[config.mk]
export PLATFORM = sky130hd
export DESIGN_NAME = vram_bus_arbiter
export DESIGN_NICKNAME = d
export VERILOG_FILES = /design/src/rtl/vram_bus_arbiter.sv
export SDC_FILE = /design/constraint.sdc
export NUM_CORES = 1
export LEC_CHECK = 0
export ABC_AREA = 1
export BUFFER_PORTS_ARGS = -buffer_cell sky130_fd_sc_hd__buf_2
export CAP_MARGIN = 20
export CORE_UTILIZATION = 44
export CTS_BUF_LIST = sky130_fd_sc_hd__clkbuf_8
export DETAILED_ROUTE_END_ITERATION = 10
export PLACE_DENSITY = 0.83
export SLEW_MARGIN = 0
export SYNTH_ARGS = -nofsm -noshare
export SYNTH_HDL_FRONTEND = slang
export SYNTH_SLANG_ARGS = --single-unit
[constraint.sdc]
create_clock -name clk1 -period 2.2 [get_ports clk1]
set_input_delay 0.44 -clock clk1 [delete_from_list [all_inputs] [get_ports clk1]]
set_output_delay 0.44 -clock clk1 [all_outputs]
set_load 0.01 [all_outputs]
[src/rtl/vram_bus_arbiter.sv]
// rtl/vram_bus_arbiter.sv - VRAM bus sequencer sharing two-cycle accesses between PPU, OAM DMA and CPU
module vram_bus_arbiter #(
    parameter int CPU_MAX_WAIT = 8
) (
    input  logic        clk1,
    input  logic        nreset,
    input  logic        render,
    input  logic        ppu_req,
    input  logic [12:0] ppu_addr,
    output logic        ppu_ack,
    input  logic        dma_req,
    input  logic [12:0] dma_addr,
    output logic        dma_ack,
    input  logic        cpu_req,
    input  logic        cpu_we,
    input  logic [12:0] cpu_addr,
    input  logic [7:0]  cpu_wdata,
    output logic        cpu_ack,
    input  logic [7:0]  md_in,
    output logic [7:0]  rdata,
    output logic [12:0] ma_out,
    output logic [7:0]  md_out,
    output logic        md_oe,
    output logic        nmcs,
    output logic        nmoe,
    output logic        nmwr,
    output logic [1:0]  grant
);
    typedef enum logic [1:0] {IDLE, ADDR, DATA} state_t;

    localparam logic [1:0] G_NONE = 2'd0;
    localparam logic [1:0] G_PPU  = 2'd1;
    localparam logic [1:0] G_DMA  = 2'd2;
    localparam logic [1:0] G_CPU  = 2'd3;
    localparam logic [7:0] MAX_WAIT = 8'(CPU_MAX_WAIT);

    state_t      state, state_next;
    logic        wr_q, wr_next;
    logic [7:0]  wait_cnt, wait_next;
    logic [1:0]  win, grant_next;
    logic [12:0] ma_next;
    logic [7:0]  md_next, rdata_next;
    logic        finishing, lockout, boost;
    logic        ppu_ok, dma_ok, cpu_ok;
    logic        ppu_ack_next, dma_ack_next, cpu_ack_next;

    always_comb begin
        state_next   = state;
        grant_next   = grant;
        wr_next      = wr_q;
        ma_next      = ma_out;
        md_next      = md_out;
        rdata_next   = rdata;
        wait_next    = wait_cnt;
        win          = G_NONE;

        finishing = (state == DATA);
        // The owner finishing this edge sits out one arbitration round
        ppu_ok = ppu_req && !(finishing && grant == G_PPU);
        dma_ok = dma_req && !(finishing && grant == G_DMA);
        cpu_ok = cpu_req && !render && !(finishing && grant == G_CPU);
        boost  = (wait_cnt == MAX_WAIT);

        if (state == IDLE || finishing) begin
            if (ppu_ok)
                win = G_PPU;
            else if (cpu_ok && boost)
                win = G_CPU;
            else if (dma_ok)
                win = G_DMA;
            else if (cpu_ok)
                win = G_CPU;
        end

        // Lockout acks wait out a bus-ack edge so two acks never coincide
        lockout = cpu_req && render && (grant != G_CPU) && !cpu_ack && !finishing;

        ppu_ack_next = finishing && (grant == G_PPU);
        dma_ack_next = finishing && (grant == G_DMA);
        cpu_ack_next = (finishing && (grant == G_CPU)) || lockout;

        if (finishing && !wr_q)
            rdata_next = md_in;
        else if (lockout)
            rdata_next = 8'hFF;

        if (!cpu_req || render || win == G_CPU || grant == G_CPU)
            wait_next = 8'd0;
        else if (wait_cnt < MAX_WAIT)
            wait_next = wait_cnt + 8'd1;

        if (win != G_NONE) begin
            state_next = ADDR;
            grant_next = win;
            wr_next    = (win == G_CPU) && cpu_we;
            case (win)
                G_PPU:   ma_next = ppu_addr;
                G_DMA:   ma_next = dma_addr;
                default: ma_next = cpu_addr;
            endcase
            if (win == G_CPU)
                md_next = cpu_wdata;
        end else if (state == ADDR) begin
            state_next = DATA;
        end else begin
            state_next = IDLE;
            grant_next = G_NONE;
        end
    end

    always_ff @(posedge clk1 or negedge nreset) begin
        if (!nreset) begin
            state    <= IDLE;
            grant    <= G_NONE;
            wr_q     <= 1'b0;
            wait_cnt <= 8'd0;
            ma_out   <= 13'd0;
            md_out   <= 8'd0;
            rdata    <= 8'hFF;
            ppu_ack  <= 1'b0;
            dma_ack  <= 1'b0;
            cpu_ack  <= 1'b0;
            nmcs     <= 1'b1;
            nmoe     <= 1'b1;
            nmwr     <= 1'b1;
            md_oe    <= 1'b0;
        end else begin
            state    <= state_next;
            grant    <= grant_next;
            wr_q     <= wr_next;
            wait_cnt <= wait_next;
            ma_out   <= ma_next;
            md_out   <= md_next;
            rdata    <= rdata_next;
            ppu_ack  <= ppu_ack_next;
            dma_ack  <= dma_ack_next;
            cpu_ack  <= cpu_ack_next;
            nmcs     <= (state_next == IDLE);
            nmoe     <= !((state_next == DATA) && !wr_next);
            nmwr     <= !((state_next == DATA) && wr_next);
            md_oe    <= (state_next == DATA) && wr_next;
        end
    end
endmodule

After elaboration in Yosys (flattened, before gate mapping)
Index checks and enable logic that the tools add are counted.
Widths: inputs -> output; s select.
{"block": "totals", "regBits": 49, "out_inout_bits": 38, "in_bits": 62}
{"block": "op_classes", "mux": 15, "n_reduce_logical": 38, "n_eq_ne": 12, "order_cmp": 1, "add_sub_neg": 1}
{"op": "$mux 8", "n": 4}
{"op": "$pmux 13 s2", "n": 1}
{"op": "$mux 2", "n": 9}
{"op": "$logic_and 1x1->1", "n": 16}
{"op": "$eq 2x2->1 const B", "n": 6}
{"op": "$logic_not 1->1", "n": 11}
{"op": "$add 8x1->8 const B", "n": 1}
{"op": "$eq 8x4->1 const B", "n": 1}
{"op": "$lt 8x4->1 const B", "n": 1}
{"op": "$eq 2x1->1 const B", "n": 3}
{"op": "$reduce_bool 2->1", "n": 3}
{"op": "$logic_or 1x1->1", "n": 5}
{"op": "$logic_not 2->1", "n": 2}
{"op": "$ne 2x2->1 const B", "n": 2}
{"op": "$reduce_and 2->1", "n": 1}
{"op": "$mux 1", "n": 1}

Depth between registers and ports, before layout
{"block": "logic_depth", "ltp_word": 15, "depth_mapped": 15, "ltp_nobuf": 15}

Worst setup path before layout
No wires, ideal clock.
{"block": "synth_path", "kind": "reg2reg", "startpoint": "register grant[1]", "endpoint": "register ma_out[0]", "n_path_buf": 1, "path_stages_with_launch": 13, "setup_slack_ps": 80, "synth_period_minus_slack_ps": 2120, "arrival_ps": 2043, "path_cell_list": "dfrtp_1 -> nand2_1 -> o21ai_0 -> inv_1 -> nand2_1 -> nand2_1 -> nand2_1 -> inv_1 -> ha_1 -> inv_1 -> clkbuf_1 -> nand2_1 -> a21oi_1"}
{"block": "synth_between", "elab_chain_len": 11, "elab_cells_between_ends": 22, "classes_between": "eq/ne: 5; mux: 6; reduce/logical: 11"}
{"element": "start, declared", "line": "27", "text": "output logic [1:0] grant"}
{"element": "start signal, assigned", "line": "129", "text": "grant <= grant_next;"}
{"element": "$eq 2x2->1", "line": "61", "text": "cpu_ok = cpu_req && !render && !(finishing && grant == G_CPU);"}
{"element": "$logic_and 1x1->1", "line": "61"}
{"element": "$logic_not 1->1", "line": "61"}
{"element": "$logic_and 1x1->1", "line": "61"}
{"element": "$mux 2", "line": "71", "text": "else if (cpu_ok)"}
{"element": "$mux 2", "line": "69", "text": "else if (dma_ok)"}
{"element": "$mux 2", "line": "67", "text": "else if (cpu_ok && boost)"}
{"element": "$mux 2 (*)", "line": "65", "text": "if (ppu_ok)"}
{"element": "$mux 2 (*)", "line": "64", "text": "if (state == IDLE || finishing) begin"}
{"element": "$eq 2x2->1 / $eq 2x1->1 (equally long branches)", "line": "96", "text": "case (win)"}
{"element": "$pmux 13 s2", "line": "96"}
{"element": "end signal, assigned", "line": "132", "text": "ma_out <= ma_next;"}
{"element": "end, declared", "line": "21", "text": "output logic [12:0] ma_out,"}
Every way passes the cells marked *; elsewhere a longest branch is shown, timed or not.
A chain may end at the register's enable or synchronous reset.

Worst setup path in the final report
{"block": "layout_path", "startpoint": "register wait_cnt[0]", "endpoint": "register ma_out[11]"}
{"block": "layout_between", "elab_chain_len": 7, "elab_cells_between_ends": 9, "classes_between": "eq/ne: 3; mux: 4; reduce/logical: 2"}
{"element": "start, declared", "line": "39", "text": "logic [7:0] wait_cnt, wait_next;"}
{"element": "start signal, assigned", "line": "131", "text": "wait_cnt <= wait_next;"}
{"element": "$eq 8x4->1 (*)", "line": "62", "text": "boost = (wait_cnt == MAX_WAIT);"}
{"element": "$logic_and 1x1->1 (*)", "line": "67"}
{"element": "$mux 2 (*)", "line": "67"}
{"element": "$mux 2 (*)", "line": "65"}
{"element": "$mux 2 (*)", "line": "64"}
{"element": "$eq 2x2->1 / $eq 2x1->1 (equally long branches)", "line": "96"}
{"element": "$pmux 13 s2", "line": "96"}
Marks and branches as above.

==> flow_summary.ini <==
[worst_setup_path]
worstPathArrival_ns = 2.20
crit_path_max_fanout = 13
crit_type = flip-flop to flip-flop
cp-end-kind = flip-flop
reg2reg_to = ma_out[11]$_DFFE_PN0N_
r2r-start = wait_cnt[0]$_DFFE_PN0P_
crit_path_start_kind = flip-flop
rrSetupSlack_ns = 0.19
required_ns = 2.38
r2r_cells = 14

[yosys]
synth_top_area_share_pct = 41.2
ys.flop_type = dfrtp_1
syn-num-nets = 315
ys_types = 25
avgSynthCellArea_um2 = 9.35
async_flop_share_pct = 100
synthCells = 247
synth_area_leader_cell = dfrtp_1
synth.area.top_cells = dfrtp_1 41%, dfstp_2 13%, nor2_1 7.0%
synth-edff-count = 0
synth-seq-cells = 49
ys_seq_area_share_pct = 53.7
yosysWarnings = 0
netlist_area_mm2 = 0.00231

[pwr]
power_density_mw_per_mm2 = 1180
cellLeakagePower_uw = 0.00156
ir_drop_mv = 0.524

[clock_network]
cts.clk_slew.worst_paths_ns = 0.08
cts_max_level = 2
cts_inserted_buffers = 5
clock_path_buffers = 2
hold_buffers = 0
postCtsSetupBuffers = 0
cts_num_sinks = 49
cts_tree = done
root_buffer = clkbuf_8
clk_latency_ns = 0.29

[place]
dp_cells = 411
portBuffers = 99
place_congestion = 0.812
dpl.hpwl_um = 3630

[sta]
max_slew_margin_pct = 62.0
rsz0062_at_grt = false
setup_tns_ns = 0
fin_crit_ns = 2.01
hold_viol_final = 0
period_share_pct = 91.4
worst_clock_skew_ns = 0.00559
slew_viol_final = 0
worst_pin_slew_ns = 0.569
timing.fmax_mhz = 497
fin_hold_ws_ns = 0.137
finalSetupViolations = 0

[floorplanning]
io_pins = 100
rows = 26
die_area_mm2 = 0.00554
die_h_um = 74.5
start_util_pct = 45.5
die_w_um = 74.5
coreArea_mm2 = 0.00507

[drt]
wl_per_cell_um = 11.5
antenna_left = 0
totalWireLength_um = 4840
vias = 1977
post_drt_via_cell_ratio = 4.71
firstDrtPassIters = 4
drc = 0
dr.first_iter.drc_count = 55

[finish]
area_growth_pct = 31.7
utilization_pct = 59.9
multi_input_area_um2 = 955
fillers = 438
layout.cells.non_filler = 420
antennaDiodeCount = 0
nets = 417
drive_gt1_share_pct = 42.6
regArea_mm2 = 0.00124

[status]
outcome = completed

[grt]
antenna_found_initial = 0
grt-ovfl-total = 0
grt_use_total_pct = 18.1
grt_first_pass_wirelength_um = 7760
grt_pass1_vias = 1795
grt_max_degree = 26

[hold_path]
min_path_type = primary input to asynchronous set/reset pin

[run]
cap_violations = 0
==> power by group <==
group | internal, uW | switching (uW)
registers | 1300 | 176
logic | 699 | 912
clock network | 216 | 275
total | 2210 | 1360
==> routing by layer <==
layer	GRT usage [%]	vias up	share of wire, %
met5	0	-	0
met2	29.5	86	45
met1	23.8	889	46
li1	-	996	-
met3	4.74	6	6.8
met4	5.45	0	1.4
==> metrics by stage <==
stage / worst slack, ns / instance area, um^2 / total power (uW)
3_3_place_gp: 0.00851 / 2890 / 2970
6_report: 0.188 / 3040 / 3580
4_1_cts: 0.0137 / 2980 / 3520
2_1_floorplan: 0.0796 / 2310 / 2460
3_5_place_dp: -0.0542 / 2890 / 3010
5_1_grt: 0.0153 / 3040 / 3880
==> cell usage in the layout, fill, tap and decap left out <==
cell type / instances
nand2_4: 1
o21bai_4: 1
a22o_1: 13
dfstp_2: 11
nand2_1: 34
or2_1: 1
o21ai_0: 4
a21oi_2: 7
mux2_2: 8
clkinvlp_4: 3
buf_12: 1
dfrtp_1: 38
clkbuf_8: 5
inv_1: 30
nand2_2: 2
ha_1: 2
inv_2: 1
nor2_1: 43
ha_2: 1
a21oi_4: 1
buf_2: 99
a41oi_1: 1
o21ai_1: 2
buf_6: 2
inv_4: 1
nand3_1: 3
buf_4: 1
xor2_1: 2
and2_4: 1
nor3_1: 1
ha_4: 3
a21oi_1: 27
==> area by class of cell <==
| type | instances | area share, % |
|---|---|---|
| Clock inverter | 3 | 0.494 |
| Sequential cell | 49 | 40.8 |
| Multi-Input combinational cell | 158 | 31.4 |
| Inverter | 31 | 4.03 |
| Tap cell | 70 | 2.88 |
| Clock buffer | 5 | 2.26 |
| Timing Repair inverter | 1 | 0.247 |
| Timing Repair Buffer | 103 | 17.9 |
==> synthesized netlist by cell type (2+ instances only) <==
cell,instances
nor2_1,43
a22o_1,13
a21oi_1,27
ha_1,6
nand2_1,36
mux2_2,8
nand3_1,3
clkbuf_1,6
xor2_1,2
buf_6,2
inv_1,30
a21oi_2,7
dfstp_2,11
o21ai_0,5
dfrtp_1,38
==> sequential cells by signal (all words and copies together), names as in the netlist <==
name,count
cpu_ack,1
wr_q,1
dma_ack,1
rdata,8
nmwr,1
nmoe,1
grant,2
wait_cnt,8
md_oe,1
ma_out,13
md_out,8
ppu_ack,1
state,2
nmcs,1
==> logic make-up after synthesis <==
kind of cell | synth area share [%]
buffers and inverters | 7.15
adders and majority gates | 3.25
xor gates and xnor gates | 0.759
AOI/OAI and AO/OA | 16.6
DFF | 53.7
and+or+nand+nor | 14.6
muxes | 3.90
==> worst max-delay path by stage <==
| stage | start | endpoint | slack [ns] | cells past startpoint |
|---|---|---|---|---|
| after floorplan | grant[1]$_DFFE_PN0N_ | ma_out[0]$_DFFE_PN0N_ | 0.08 | 12 |
| after global placement | render | ma_out[11]$_DFFE_PN0N_ | 0.009 | 12 |
| after detailed placement | cpu_req | ma_out[5]$_DFFE_PN0N_ | -0.05 | 13 |
| after CTS | wait_cnt[0]$_DFFE_PN0P_ | md_out[4]$_DFFE_PN0P_ | 0.01 | 12 |
| after global routing | wait_cnt[0]$_DFFE_PN0P_ | ma_out[4]$_DFFE_PN0N_ | 0.02 | 14 |
| final | wait_cnt[0]$_DFFE_PN0P_ | ma_out[11]$_DFFE_PN0N_ | 0.19 | 14 |
==> critical path, cell delays in order (launching register included) <==
cell	delay [ns]
dfrtp_1	0.40
inv_1	0.10
ha_1	0.16
nand2_1	0.05
nor2_1	0.08
nand2_1	0.06
nand2_1	0.09
nand2_2	0.07
nand2_1	0.10
nand2_4	0.09
inv_4	0.09
ha_4	0.23
buf_6	0.15
a21oi_1	0.15
a21oi_1	0.08
==> timing repair <==
action	CTS	global route
gates resized for setup	2	15
cloned	0	1
setup endpoints to repair	13	22
hold endpoints to repair	0	0
No activity file was read; power rests on OpenSTA's default activity.
